<file path="config.mk">
export PLATFORM = sky130hd
export DESIGN_NAME = alu_share_arbiter
export DESIGN_NICKNAME = d
export VERILOG_FILES = /design/src/rtl/alu_share_arbiter.sv
export SDC_FILE = /design/constraint.sdc
export NUM_CORES = 1
export LEC_CHECK = 0
export BUFFER_PORTS_ARGS = -buffer_cell sky130_fd_sc_hd__buf_2
export CAP_MARGIN = 20
export CORE_AREA = 2 2 109 111
export CTS_BUF_LIST = sky130_fd_sc_hd__clkbuf_8 sky130_fd_sc_hd__clkbuf_16
export CTS_CLUSTER_DIAMETER = 30
export DETAILED_ROUTE_END_ITERATION = 8
export DIE_AREA = 0 0 111 113
export GPL_TIMING_DRIVEN = 1
export PLACE_DENSITY = 0.79
export SYNTH_ARGS = -nofsm -noshare
export SYNTH_HDL_FRONTEND = slang
export SYNTH_SLANG_ARGS = --single-unit
</file>
<file path="constraint.sdc">
create_clock -name clk_i -period 3.65 [get_ports clk_i]
set_clock_uncertainty 0.05 [all_clocks]
set_input_delay 0.365 -clock clk_i [delete_from_list [all_inputs] [get_ports clk_i]]
set_output_delay 0.365 -clock clk_i [all_outputs]
set_load 0.005 [all_outputs]
</file>
<file path="src/rtl/alu_share_arbiter.sv">
// Round-robin arbiter that time-shares one combinational ALU between two requesters.
// Operands are latched on accept; results return on a valid/ready channel tagged with the requester id.
module alu_share_arbiter #(
    parameter int WIDTH   = 32,
    parameter int MUL_LAT = 4
) (
    input  logic             clk_i,
    input  logic             rst_i,

    input  logic             req0_valid_i,
    output logic             req0_ready_o,
    input  logic [WIDTH-1:0] req0_data1_i,
    input  logic [WIDTH-1:0] req0_data2_i,
    input  logic [2:0]       req0_ctrl_i,

    input  logic             req1_valid_i,
    output logic             req1_ready_o,
    input  logic [WIDTH-1:0] req1_data1_i,
    input  logic [WIDTH-1:0] req1_data2_i,
    input  logic [2:0]       req1_ctrl_i,

    output logic [WIDTH-1:0] alu_data1_o,
    output logic [WIDTH-1:0] alu_data2_o,
    output logic [2:0]       alu_ctrl_o,
    input  logic [WIDTH-1:0] alu_data_i,

    output logic             rsp_valid_o,
    input  logic             rsp_ready_i,
    output logic             rsp_id_o,
    output logic [WIDTH-1:0] rsp_data_o,
    output logic             rsp_err_o,
    output logic             busy_o
);

    localparam logic [2:0] CTRL_AND = 3'b000;
    localparam logic [2:0] CTRL_OR  = 3'b001;
    localparam logic [2:0] CTRL_ADD = 3'b010;
    localparam logic [2:0] CTRL_SUB = 3'b110;
    localparam logic [2:0] CTRL_MUL = 3'b111;

    typedef enum logic [1:0] {
        IDLE = 2'd0,
        EXEC = 2'd1,
        RESP = 2'd2
    } state_t;

    state_t           state;
    state_t           state_nxt;
    logic             ptr;
    logic             op_id;
    logic             op_err;
    logic [3:0]       cnt;

    logic             grant;
    logic             accept;
    logic [WIDTH-1:0] sel_data1;
    logic [WIDTH-1:0] sel_data2;
    logic [2:0]       sel_ctrl;
    logic             sel_legal;
    logic [3:0]       sel_lat_m1;

    // NOTE: every always_comb output gets a default first so no path can infer a latch.
    always_comb begin
        grant = 1'b0;
        if (ptr) begin
            grant = req1_valid_i ? 1'b1 : 1'b0;
        end else begin
            grant = req0_valid_i ? 1'b0 : 1'b1;
        end
        accept       = (state == IDLE) && (req0_valid_i || req1_valid_i);
        req0_ready_o = accept && !grant;
        req1_ready_o = accept && grant;

        sel_data1 = grant ? req1_data1_i : req0_data1_i;
        sel_data2 = grant ? req1_data2_i : req0_data2_i;
        sel_ctrl  = grant ? req1_ctrl_i  : req0_ctrl_i;

        sel_legal = 1'b0;
        case (sel_ctrl)
            CTRL_AND, CTRL_OR, CTRL_ADD, CTRL_SUB, CTRL_MUL: sel_legal = 1'b1;
            default:                                         sel_legal = 1'b0;
        endcase
        sel_lat_m1 = (sel_ctrl == CTRL_MUL) ? 4'(MUL_LAT - 1) : 4'd0;
    end

    always_comb begin
        state_nxt = state;
        case (state)
            IDLE:    if (accept) state_nxt = EXEC;
            EXEC:    if (cnt == 4'd0) state_nxt = RESP;
            RESP:    if (rsp_ready_i) state_nxt = IDLE;
            default: state_nxt = IDLE;
        endcase
    end

    // NOTE: sequential state uses non-blocking assignments so all registers update from pre-edge values.
    always_ff @(posedge clk_i or negedge rst_i) begin
        if (!rst_i) begin
            state <= IDLE;
        end else begin
            state <= state_nxt;
        end
    end

    // NOTE: only control/output registers are reset; there is no memory here that would need leaving unreset.
    always_ff @(posedge clk_i or negedge rst_i) begin
        if (!rst_i) begin
            ptr         <= 1'b0;
            op_id       <= 1'b0;
            op_err      <= 1'b0;
            cnt         <= 4'd0;
            alu_data1_o <= '0;
            alu_data2_o <= '0;
            alu_ctrl_o  <= 3'b000;
            rsp_valid_o <= 1'b0;
            rsp_id_o    <= 1'b0;
            rsp_data_o  <= '0;
            rsp_err_o   <= 1'b0;
        end else begin
            case (state)
                IDLE: begin
                    if (accept) begin
                        alu_data1_o <= sel_data1;
                        alu_data2_o <= sel_data2;
                        // Illegal codes still occupy one EXEC cycle on a harmless add.
                        alu_ctrl_o  <= sel_legal ? sel_ctrl : CTRL_ADD;
                        op_err      <= !sel_legal;
                        op_id       <= grant;
                        cnt         <= sel_lat_m1;
                        ptr         <= ~grant;
                    end
                end
                EXEC: begin
                    if (cnt != 4'd0) begin
                        cnt <= cnt - 4'd1;
                    end else begin
                        rsp_data_o  <= op_err ? '0 : alu_data_i;
                        rsp_err_o   <= op_err;
                        rsp_id_o    <= op_id;
                        rsp_valid_o <= 1'b1;
                    end
                end
                RESP: begin
                    if (rsp_ready_i) rsp_valid_o <= 1'b0;
                end
                default: ;
            endcase
        end
    end

    assign busy_o = (state != IDLE);

endmodule

</file>
==> results list <==
* DRC violation count after routing: 0
- For this block, the routed nets add up to roughly 14 mm of wire.
* Part of the Yosys area used for sequential elements: roughly 56%
* Achievable frequency: 422.8 MHz
* Post-CTS setup buffers: 0
* Htree depth: 3
* Clock latency on the worst-skew pair: around 0.34 ns
* Hold Violations, Final: 0
- Path type of the worst setup path: register to primary output
- In this run the tool buffered the top-level ports with between 200 and 300 buffer cells.
* Max-slew violations: 0
* Commonest cells in the synthesized netlist: 169 x sky130_fd_sc_hd__nand2_1, 111 x sky130_fd_sc_hd__dfrtp_1, 74 x sky130_fd_sc_hd__nor2_1
* Unrepaired setup endpoints after global routing: false
* Cells along the critical path: mux2i_4, nor2_1, buf_2
- Yosys instantiated no cell more often than sky130_fd_sc_hd__nand2_1.
* Simple logic cell fraction of the synthesized area: 24.53%
* Final global-route overflow total: 0
- The worst setup path is launched from a register.
* Post-synthesis mux area share: under 10%
- From bottom edge to top edge, the die measures 113 um.
- Largest net degree at the start of global routing: 100
- The netlist uses 30 different library cells.
* Floorplan core area: ~0.011 mm^2
- Non-Filler Instances: just under 1k
- The via count of the first global-routing pass came to approximately 4.7k.
- Layout-stage area growth over the synthesis result: 35.11%
- EDFF count, synth: 0
* Final min period: around 2.4 ns
* Net load switching power: just over 2 mW
- The worst setup path is captured at a primary output.
* Worst relative slew slack: between 30% and 40%
- Worst min path class: input pin to async pin
- Ports placed on the boundary: approximately 280
- The synthesized design devotes to its leading area cell type 55.68% of total area.
- Summed over all cells, the static leakage comes to 3.448 nW.
- Dividing the detail-routed wire length by the instance count gives 14.72 um.
- First-pass GRT wire length: ~23 mm
* Worst Path Required: 3.23 ns
* Final count of negative-setup-slack endpoints: 0
* Main combinational cell family by area after synthesis: simple AND/OR/NAND/NOR gates
- Fraction of power spent switching nets: 37.15%
* Slowest-stage cell, CP: sky130_fd_sc_hd__mux2i_4
- Number of instances resized during post-cts repair: 0
* Post-synthesis xor/xnor area fraction: less than 1%
* Syn_area_per_cell: between 8 and 9 um^2
- The routed layout has 4863 vias.
- Including well taps, the total number of placed cells is 953.
- After clock tree synthesis, the clock-pin slew on the worst setup and hold paths is 0.07 ns.
* Global placement routability congestion: roughly 0.83
- Compound-cell area share of the yosys netlist: ~13%
* Die width: 111 um
- The first routing iteration left about 360 violations.
- Number of buffers on the longest clock path: 2
- Synth Warn #: 0
* Cell-internal power: roughly 3.4 mW
- FILL cells: 1023
* Net count after synthesis: roughly 740
- Primary flip-flop cell chosen by synthesis mapping: sky130_fd_sc_hd__dfrtp_1
- Sequential cell fraction of total power: 40.3%
- Most area-consuming cells after synthesis: sky130_fd_sc_hd__dfrtp_1 56%, sky130_fd_sc_hd__nand2_1 13%, sky130_fd_sc_hd__a31oi_1 8.2%, sky130_fd_sc_hd__nor2_1 5.6%, sky130_fd_sc_hd__nand2b_1 4.1%
- The repair_antennas step left the layout with diodes totalling 0.
- VDD sags by at most between 0.3 and 0.4 mV.
- Least-Margin Pin Slew: between 0.9 and 1 ns
- Of the total synthesized cell area, the portion taken by full adders, half adders and majority gates is less than 1%.
- Clock buffers created by TritonCTS: 9
- Post-route antenna net violation count: 0
* Die Footprint: 0.01254 mm^2
- Syn Inst Count: roughly 570
* Global-route usage over all layers: a little under a quarter
- Starting Density: ~44%
- Of the total power, the clock network draws roughly 19%.
- HPWL reported at the end of detailed placement: about 11 mm
* Max-cap check violation count: 0
- Share of power burned in combinational logic: roughly two fifths
- Final total negative setup slack: 0 ns
- Flip-flop and latch count after synthesis: roughly 110
- Row generation in the floorplan step produced 39 rows.
* CTS tree: yes
- Ratio of total power to cell area: 804.1 mW/mm^2
- Number of antenna violations at the first check in global routing: 0
- Area of the mapped netlist: 0.004989 mm^2
- After clock tree synthesis, the flow added hold-fix buffers numbering 0.
- The flow ran to the end, and the final reports show no timing, DRC or antenna violations.
- Of all nets on the critical path, the largest fanout is 27.
- Layout net count: around 1000
- Summed over all instances, the cell type with the most area after synthesis is sky130_fd_sc_hd__dfrtp_1.
- Drt pass-1 iters: 5
- Proportion of layout cells with a drive suffix above 1: approximately 38%
* Worst path max stage delay: around 0.75 ns
* Per-cell via count in the routed design: 5.019
- Buffer cell driving the clock tree root: sky130_fd_sc_hd__clkbuf_16
- The final critical path takes up between 60% and 70% of the cycle.
- Crit path arrival time: approximately 2.0 ns
- TritonCTS sink count: approximately 110
- After synthesis, the share of flip-flops with an asynchronous set or reset is 100.0%.
-- power by group through the flow --
stage | clock, mW | combinational (mW) | sequential (mW)
after detailed placement | 0 | 2.26 | 2.20
after CTS | 1.03 | 2.26 | 2.18
after floorplan | 0 | 1.30 | 2.19
final | 1.00 | 2.23 | 2.18
after global placement | 0 | 2.19 | 2.18
after global routing | 1.08 | 2.52 | 2.26
-- sequential cells by signal, summed over array words and instances, names as in the netlist --
register and count:
rsp_err_o 1, state 2, alu_data1_o 32, rsp_id_o 1, rsp_data_o 32, rsp_valid_o 1, alu_data2_o 32, alu_ctrl_o 3
cnt 4, op_id 1, op_err 1, ptr 1
-- path summary, 6_finish.rpt --
check                              startpoint               to  slack, ns  cells after the start
max in group asynchronous               rst_i   alu_data2_o[7]       2.71                      2
worst min register to register  alu_ctrl_o[0]    alu_ctrl_o[0]       0.43                      2
worst max-delay path                      ptr     req1_ready_o       1.28                      3
worst max register to register         cnt[0]   rsp_data_o[22]       1.41                      7
worst min-delay path                    rst_i  alu_data2_o[20]       0.09                      1
min in group clk_i                rsp_ready_i         state[1]       0.17                      2
-- cell type report --
cell class	instances	area, um^2	share of cell area [%]
clock buffer	11	252.7	3.750
clock inverter	5	57.56	0.8539
inverter	5	18.77	0.2784
multi-input combinational	411	2003	29.72
sequential	111	2778	41.21
tap	143	178.9	2.655
timing repair buffer	283	1451	21.53
-- layout by cell type (no fill, tap or decap), drive strengths merged --
cell | synthesis | final
a221o | 1 | 1
nand3 | 7 | 7
nand2b | 33 | 33
xnor2 | 2 | 2
o221a | 2 | 2
clkinv | 0 | 1
a21o | 1 | 1
clkinvlp | 0 | 2
mux2 | 4 | 4
ha | 1 | 1
dfrtp | 111 | 111
or2 | 2 | 2
a31oi | 65 | 65
o31ai | 2 | 2
inv | 5 | 6
nand2 | 169 | 169
mux2i | 4 | 4
a21oi | 2 | 2
nor2 | 75 | 75
bufinv | 0 | 1
buf | 25 | 283
nor3 | 3 | 3
nor3b | 1 | 1
clkbuf | 14 | 11
nand4 | 2 | 2
o21ai | 34 | 34
nor4 | 1 | 1
-- worst max-delay path, delay by kind of cell (launching register included) --
family                 cells  cell delay [ns]
buffers and inverters      1             0.20
AND/OR/NAND/NOR            1             0.22
flip-flops                 1             0.44
multiplexers               1             0.75
-- cell families after synthesis --
group                    after synthesis
adder cells (fa/ha/maj)                1
AO/OA/AOI/OAI                        107
XOR/XNOR                               2
multiplexers                           8
AND/OR/NAND/NOR                      293
buffers and inverters                 44
flip-flops                           111
-- metal layers --
layer  routed length (um)  vias to the layer above  global-route usage, %
met2                 7015                      218                  39.47
met1                 5930                     2256                  28.44
met3                 1215                        7                  5.249
met5                    0                        -                      0
met4                   99                        0                  5.667
li1                     -                     2382                      -
-- stage by stage --
stage	hold slack, ns	setup WS (ns)	utilization, %	cell area (um^2)	total power [mW]
after CTS	0.1135	1.234	59.80	6740	5.475
after floorplan	0.01941	1.997	-	4989	3.497
final	0.09450	1.285	59.80	6740	5.420
after global routing	0.1527	1.153	59.80	6740	5.866
after global placement	0.4070	1.560	57.04	6430	4.371
after detailed placement	0.4211	1.430	57.04	6430	4.460
Power figures use the tool's default switching activity.
